[config.mk]
export PLATFORM = sky130hd
export DESIGN_NAME = mem_access_unit
export DESIGN_NICKNAME = d
export VERILOG_FILES = /design/src/rtl/mem_pkg.sv /design/src/rtl/mau_req_check.sv /design/src/rtl/mem_access_unit.sv
export SDC_FILE = /design/constraint.sdc
export NUM_CORES = 1
export LEC_CHECK = 0
export BUFFER_PORTS_ARGS = -buffer_cell sky130_fd_sc_hd__buf_2
export CAP_MARGIN = 0
export CORE_MARGIN = 10
export CORE_UTILIZATION = 39
export CTS_CLUSTER_SIZE = 16
export DETAILED_ROUTE_END_ITERATION = 12
export GPL_ROUTABILITY_DRIVEN = 0
export GPL_TIMING_DRIVEN = 0
export PLACE_DENSITY = 0.77
export SLEW_MARGIN = 10
export SYNTH_ARGS = -nofsm -noshare
export SYNTH_HDL_FRONTEND = slang
export SYNTH_HIERARCHICAL = 1
export SYNTH_SLANG_ARGS = --single-unit
[constraint.sdc]
create_clock -name clk -period 1.6 [get_ports clk]
set_input_delay 0.08 -clock clk [delete_from_list [all_inputs] [get_ports clk]]
set_output_delay 0.08 -clock clk [all_outputs]
set_load 0.01 [all_outputs]
[src/rtl/mem_pkg.sv]
// Shared definitions for the MEM-stage memory access unit: FSM states,
// request classification kinds and default memory geometry.
package mem_pkg;

  localparam int SIZE_DM_DEF = 128;
  localparam int LATENCY_DEF = 2;

  typedef enum logic [1:0] {
    IDLE = 2'd0,
    WAIT = 2'd1,
    RESP = 2'd2
  } state_t;

  typedef enum logic [1:0] {
    KIND_LOAD  = 2'd0,
    KIND_STORE = 2'd1,
    KIND_PASS  = 2'd2,
    KIND_ERR   = 2'd3
  } kind_t;

endpackage

[src/rtl/mau_req_check.sv]
// Combinational request classifier: decides load/store/pass/err and
// extracts the word index from a byte address.
module mau_req_check
  import mem_pkg::*;
#(
  parameter int SIZE_DM = SIZE_DM_DEF,
  parameter int IDX_W   = $clog2(SIZE_DM)
) (
  input  logic              req_read,
  input  logic              req_write,
  input  logic [31:0]       req_addr,
  output kind_t             kind,
  output logic [IDX_W-1:0]  word_idx
);

  logic mem_op;
  logic misaligned;
  logic out_of_range;

  always_comb begin
    mem_op       = req_read | req_write;
    misaligned   = (req_addr[1:0] != 2'b00);
    out_of_range = ({2'b00, req_addr[31:2]} >= 32'(SIZE_DM));
    kind         = KIND_PASS;
    if (req_read && req_write) begin
      kind = KIND_ERR;
    end else if (!mem_op) begin
      kind = KIND_PASS;
    end else if (misaligned || out_of_range) begin
      kind = KIND_ERR;
    end else if (req_read) begin
      kind = KIND_LOAD;
    end else begin
      kind = KIND_STORE;
    end
  end

  assign word_idx = req_addr[IDX_W+1:2];

endmodule

[src/rtl/mem_access_unit.sv]
// MEM-stage initiator: accepts one request per handshake, drives the
// word-addressed data memory for LATENCY cycles and returns a response strobe.
module mem_access_unit
  import mem_pkg::*;
#(
  parameter int SIZE_DM = SIZE_DM_DEF,
  parameter int LATENCY = LATENCY_DEF,
  parameter int IDX_W   = $clog2(SIZE_DM)
) (
  input  logic              clk,
  input  logic              rst_n,
  input  logic              req_valid,
  output logic              req_ready,
  input  logic              req_read,
  input  logic              req_write,
  input  logic [31:0]       req_addr,
  input  logic [31:0]       req_wdata,
  input  logic [31:0]       req_alu,
  output logic              resp_valid,
  output logic [31:0]       resp_data,
  output logic              resp_err,
  output logic              stall,
  output logic [IDX_W-1:0]  mem_addr,
  output logic [31:0]       mem_wdata,
  output logic              mem_write,
  output logic              mem_read,
  input  logic [31:0]       mem_rdata
);

  localparam int CNT_W = $clog2(LATENCY + 1);

  state_t             state_reg;
  state_t             state_next;
  logic [CNT_W-1:0]   cnt_reg;
  logic               is_load_reg;
  logic [IDX_W-1:0]   mem_addr_reg;
  logic [31:0]        mem_wdata_reg;
  logic               mem_write_reg;
  logic [31:0]        resp_data_reg;
  logic               resp_err_reg;

  kind_t              req_kind;
  logic [IDX_W-1:0]   req_idx;
  logic               accept;
  logic               is_mem_op;
  logic               wait_done;

  mau_req_check #(
    .SIZE_DM (SIZE_DM),
    .IDX_W   (IDX_W)
  ) u_req_check (
    .req_read  (req_read),
    .req_write (req_write),
    .req_addr  (req_addr),
    .kind      (req_kind),
    .word_idx  (req_idx)
  );

  assign accept    = req_valid && (state_reg == IDLE);
  assign is_mem_op = (req_kind == KIND_LOAD) || (req_kind == KIND_STORE);
  assign wait_done = (state_reg == WAIT) && (cnt_reg == '0);

  always_comb begin
    state_next = state_reg;
    case (state_reg)
      IDLE: begin
        if (accept) begin
          state_next = is_mem_op ? WAIT : RESP;
        end
      end
      WAIT: begin
        if (cnt_reg == '0) begin
          state_next = RESP;
        end
      end
      RESP:    state_next = IDLE;
      default: state_next = IDLE;
    endcase
  end

  always_ff @(posedge clk or negedge rst_n) begin
    if (!rst_n) begin
      state_reg     <= IDLE;
      cnt_reg       <= '0;
      is_load_reg   <= 1'b0;
      mem_addr_reg  <= '0;
      mem_wdata_reg <= '0;
      mem_write_reg <= 1'b0;
      resp_data_reg <= '0;
      resp_err_reg  <= 1'b0;
    end else begin
      state_reg     <= state_next;
      // The write strobe lives only for the first WAIT cycle of a store.
      mem_write_reg <= accept && (req_kind == KIND_STORE);
      if (accept) begin
        cnt_reg <= CNT_W'(LATENCY - 1);
      end else if ((state_reg == WAIT) && (cnt_reg != '0)) begin
        cnt_reg <= cnt_reg - 1'b1;
      end
      if (accept && is_mem_op) begin
        mem_addr_reg  <= req_idx;
        mem_wdata_reg <= req_wdata;
        is_load_reg   <= (req_kind == KIND_LOAD);
      end
      if (accept && !is_mem_op) begin
        resp_data_reg <= (req_kind == KIND_ERR) ? 32'd0 : req_alu;
        resp_err_reg  <= (req_kind == KIND_ERR);
      end else if (wait_done) begin
        resp_data_reg <= is_load_reg ? mem_rdata : 32'd0;
        resp_err_reg  <= 1'b0;
      end
    end
  end

  assign req_ready  = (state_reg == IDLE);
  assign stall      = !req_ready;
  assign resp_valid = (state_reg == RESP);
  assign resp_data  = resp_data_reg;
  assign resp_err   = resp_err_reg;
  assign mem_addr   = mem_addr_reg;
  assign mem_wdata  = mem_wdata_reg;
  assign mem_write  = mem_write_reg;
  assign mem_read   = (state_reg == WAIT) && is_load_reg;

endmodule

======== Word level (Yosys, flattened, before mapping) ========
Index checks and enable logic that the tools add are counted.
storage, ports and cells
  flip-flop bits (word level) ............. 78
  input bits .............................. 133
  output and inout port bits .............. 77
  logic and storage cells ................. 53
cells by class
  add/subtract/negate cells ............... 1
  order comparisons ....................... 1
  equal/unequal tests ..................... 6
  mux-type cells .......................... 16
  bitwise gates (word level) .............. 1
  reduce and logical (&&, ||, !) cells .... 20
operator list
  kind                                                                      number
  32-bit 2-to-1 mux                                                         4
  30-bit by 8-bit >= comparator with 1-bit output (second input constant)   1
  2-bit 2-to-1 mux                                                          8
  1-bit logical AND                                                         8
  2-bit nonzero test                                                        4
  2-bit logical NOT                                                         3
  2-bit by 1-bit == test with 1-bit output (second input constant)          2
  2-bit == test (second input constant)                                     2
  2-bit one-hot mux with 2 select lines                                     1
  1-bit 2-to-1 mux                                                          3
  1-bit logical NOT                                                         2
  1-bit logical OR                                                          2
  2-bit by 1-bit inequality test with 1-bit output (second input constant)  1
  2-bit inequality test (second input constant)                             1
  2-bit AND reduction                                                       1
  2-bit by 1-bit subtractor with 2-bit output (second input constant)       1
  1-bit bitwise OR                                                          1

======== Depth between registers and ports, before layout ========
  depth after elaboration ................. 10
  gate-level depth with buffers ........... 8

======== Cells and area by module ========
The synthesis kept the hierarchy.
modules (own cells, without submodules)
  module           times used  cells each  area each (um^2)
  mem_access_unit  1           226         3389.5
  mau_req_check    1           21          148.9

======== Worst setup path after synthesis ========
No wires, ideal clock.
  path kind ............................... input to register
  start point ............................. input port req_addr[28]
  end point ............................... register resp_data_reg[23] (netlist: resp_data[23])
  arrival time ............................ 1849 ps
  data required time ...................... 1474 ps
  path slack .............................. -376 ps
  stages on the path ...................... 8
  path buffers ............................ 2
  cell sequence ........................... or4_4 -> nor2_2 -> nand4_1 -> nor4bb_4 -> nor2b_1 -> buf_4 -> buf_6 -> a221o_2
between the ends
  longest elaborated chain between the ends .. 10
  elaborated cells on any way between the ends .. 14
  those cells by class .................... 1 x order compare; 2 x eq/ne; 5 x mux; 6 x reduce/logical
RTL lines
  item                                                                           RTL line                RTL
  from (decl)                                                                    mem_access_unit.sv:16   input logic [31:0] req_addr,
  30-bit by 8-bit >= comparator with 1-bit output *                              mau_req_check.sv:23     out_of_range = ({2'b00, req_addr[31:2]} >= 32'(SIZE_DM));
  1-bit logical OR *                                                             mau_req_check.sv:29     end else if (misaligned || out_of_range) begin
  2-bit 2-to-1 mux *                                                             mau_req_check.sv:29
  2-bit 2-to-1 mux *                                                             mau_req_check.sv:27     end else if (!mem_op) begin
  2-bit 2-to-1 mux *                                                             mau_req_check.sv:25     if (req_read && req_write) begin
  named net req_kind[1]                                                          mem_access_unit.sv:42   kind_t req_kind;
  2-bit by 1-bit == test with 1-bit output or 2-bit logical NOT (tied branches)  mem_access_unit.sv:60   assign is_mem_op = (req_kind == KIND_LOAD) || (req_kind == KIND_STORE);
  1-bit logical OR                                                               mem_access_unit.sv:60
  1-bit logical NOT                                                              mem_access_unit.sv:105  if (accept && !is_mem_op) begin
  1-bit logical AND                                                              mem_access_unit.sv:105
  32-bit 2-to-1 mux or 2-bit nonzero test (tied branches)                        --
  to (signal assigned)                                                           mem_access_unit.sv:106  resp_data_reg <= (req_kind == KIND_ERR) ? 32'd0 : req_alu;
  to (signal assigned)                                                           mem_access_unit.sv:109  resp_data_reg <= is_load_reg ? mem_rdata : 32'd0;
  to (decl)                                                                      mem_access_unit.sv:39   logic [31:0] resp_data_reg;
Mark *: on every way through the listed nets, which the timed path passes. The rest lies on a longest branch.
A chain may end at the register's enable or synchronous reset.

======== Worst setup path in the final report ========
  start point ............................. input port req_addr[1]
  end point ............................... register mem_wdata_reg[15] (netlist: mem_wdata[15])
between the ends
  longest elaborated chain between the ends .. 8
  elaborated cells on any way between the ends .. 9
  those cells by class .................... 1 x eq/ne; 3 x mux; 5 x reduce/logical
RTL lines
  item                                                                           RTL line                RTL
  2-bit nonzero test *                                                           mau_req_check.sv:22     misaligned = (req_addr[1:0] != 2'b00);
  1-bit logical OR *                                                             mau_req_check.sv:29
  2-bit 2-to-1 mux *                                                             mau_req_check.sv:29
  2-bit 2-to-1 mux *                                                             mau_req_check.sv:27
  2-bit 2-to-1 mux *                                                             mau_req_check.sv:25
  named net req_kind[1]                                                          mem_access_unit.sv:42
  2-bit by 1-bit == test with 1-bit output or 2-bit logical NOT (tied branches)  mem_access_unit.sv:60
  1-bit logical OR *                                                             mem_access_unit.sv:60
  1-bit logical AND *                                                            mem_access_unit.sv:100  if (accept && is_mem_op) begin
  to (signal assigned)                                                           mem_access_unit.sv:102  mem_wdata_reg <= req_wdata;
  to (decl)                                                                      mem_access_unit.sv:37   logic [31:0] mem_wdata_reg;
Marked as above.

==> impl_metrics.ini <==
[outcome]
status = finished with violations
violations = negative setup slack

[power]
peakVddDrop_uv = 492
finalPower_mw = 4.46
power_density_nw_per_um2 = 735
internal-power_mw = 3.46
p_leak_nw = 3.28
swShare = 0.226
p_seq_frac = 0.464
power.switching_mw = 1.01
p_comb_frac = 0.152
clockPowerShare = 0.384

[run]
maxCapViolations = 0

[timing]
max_slew_margin = 0.644
holdWs_ns = 0.0294
clock_skew_ns = 0.00778
worst_slew_pin_slew_ns = 0.528
rsz0062_at_grt = yes
period_minus_slack_ns = 1.79
layout_setup_ws_ns = -0.195
hold_viol = 0
clock.fmax_ghz = 0.557
fin_crit_sh = 1.12
slew_viol_final = 0
setup_viol = 72

[detailed_routing]
antenna_left = 0
first_pass_iters = 4
route.detailed.drc = 0
via_count = 3250
wl_per_cell_um = 18.9
via_per_inst = 4.89
finalWirelength_um = 12600
dr.first_iter.drc_count = 136

[synthesis]
ys_ff_latch = 78
yosysWarnings = 6
synth_top_family_by_area = multiplexers
seq_area_frac_synth = 0.552
syn_inst = 247
ys_top_cells_by_area = dfrtp_1, mux2_4, a221o_2
ys.flop_type = dfrtp_1
syn_area_per_cell_um2 = 14.3
synth_compound_area_frac = 0.115
synth-xor-area-share = 0.00248
synth_fa_ha_area_frac = 0.00354
synthMuxAreaShare = 0.145
synth_area_leader_cell = dfrtp_1
synth_area_um2 = 3540
synth_nets = 381
synth_top_area_frac = 0.552
synth_edf_count = 0
synth-simple-area-share = 0.116
ys_types = 37
async_reset_ff_frac = 1.00

[global_route]
grt_use_total = 0.182
grt_max_degree = 52
antenna_found_initial = 1
grt_pass1_vias = 3785
overflow = 0
grt_pass1_wl_um = 19300

[critical_path]
end_kind = register
cp.arrival_ns = 2.02
critPathMaxFanout = 8
cp_data_required_time_ns = 1.83
reg2regPathDepth = 7
start_kind = input pin
path_class = in2reg

[cells_and_area]
areaGrowthSynthToFinish_pct = 71.6
utilization = 0.693
final_common_cell = buf_2
layout-drive-gt1-share = 0.612
nets = 685
final_cell_mix = buf_2, dfrtp_1, dlygate4sd3_1

[clock_tree]
cts_tree = built
cts_buffers = 9
clock_latency_ns = 0.34
ctsRootBufferMaster = clkbuf_8
cts.path.max_buffers = 2
htreeDepth = 3
cts_sinks = 78
path_clk_slew_ns = 0.08

[worst_hold_path]
hold_class = in2reg
min_path_cells = 3

[floorplanning]
initial_core_util = 0.404
rows = 34
die-area_um2 = 13300
die_x_um = 115
coreArea_um2 = 8760
ios = 210
die_h_um = 115

[placed_design]
dp_hpwl_um = 8340
port_buffers = 202
==> power by group through the flow <==
stage	clock, mW	sequential [mW]	combinational (mW)
after floorplan	0	2.14	0.153
after global placement	0	2.10	0.467
after detailed placement	0	2.11	0.490
after CTS	1.76	2.07	0.643
after global routing	1.83	2.08	0.737
final	1.71	2.07	0.678
==> cells in the mapped netlist (3+ instances only) <==
cell	count
mux2_2	12
a221o_1	12
and2_2	7
dfrtp_1	78
a221o_2	20
mux2_1	7
buf_6	11
buf_4	8
nor4_1	3
nor2_1	7
and2_1	25
clkbuf_1	3
inv_1	7
mux2_4	20
==> worst paths after layout <==
path / start / to / slack (ns)
max reg2reg: state_reg[1] / resp_data[8] / -0.16
min reg2reg: mem_wdata[22] / mem_wdata[22] / 0.50
max in group asynchronous: rst_n / mem_addr[3] / 0.81
min: mem_rdata[23] / resp_data[23] / 0.03
max: req_addr[1] / mem_wdata[15] / -0.19
min in group asynchronous: rst_n / mem_wdata[8] / 0.22
==> per-stage QoR <==
step,TNS [ns],cell area [µm²],std cells,worst slack [ns]
2_1_floorplan,-23.17,3570,247,-0.345
3_3_place_gp,-51.06,4720,557,-0.716
3_5_place_dp,-45.72,4750,558,-0.685
4_1_cts,-11.37,5880,654,-0.201
5_1_grt,-16.47,6070,665,-0.256
6_report,-10.39,6070,665,-0.195
==> cell families (layout without fill, tap and decap cells) <==
family,count (synthesis),count (layout)
AOI/OAI and AO/OA,40,40
xor gates and xnor gates,1,1
adders and majority gates,1,1
buffers and inverters,30,339
DFF,78,78
muxes,39,39
other,0,1
and+or+nand+nor,58,58
==> metal layers <==
metal / share of wire / GRT usage / vias to the layer above
met5: 0 / 0 / -
li1: - / - / 1504
met1: 0.36 / 0.182 / 1576
met2: 0.53 / 0.331 / 145
met4: 0.026 / 0.0693 / 0
met3: 0.085 / 0.0719 / 25
==> layout make-up <==
cell class,instances,area [µm²]
buffer,22,243
antenna,1,2.50
clock buffer,13,169
multi-input combinational,139,1440
sequential,78,1950
tap,108,135
timing repair buffer,294,2040
inverter,7,26.3
clock inverter,3,65.1
fill,628,2690
==> worst max-delay path: stages <==
cell       delay, ns
buf_6           0.09
or4_4           0.54
nor2_4          0.12
nand4_1         0.18
nor4b_4         0.29
buf_6           0.24
clkbuf_16       0.18
mux2_4          0.30
==> timing repair <==
action / 4_1_cts / 5_1_grt
endpoints found under the setup margin: 74 / 76
setup buffers: 5 / 7
gates resized for setup: 25 / 19
gates cloned: 3 / 4
hold buffers: 72 / 0
endpoints found under the hold margin: 98 / 0
pin swaps: 1 / 6
(Power assumes the default switching activity.)
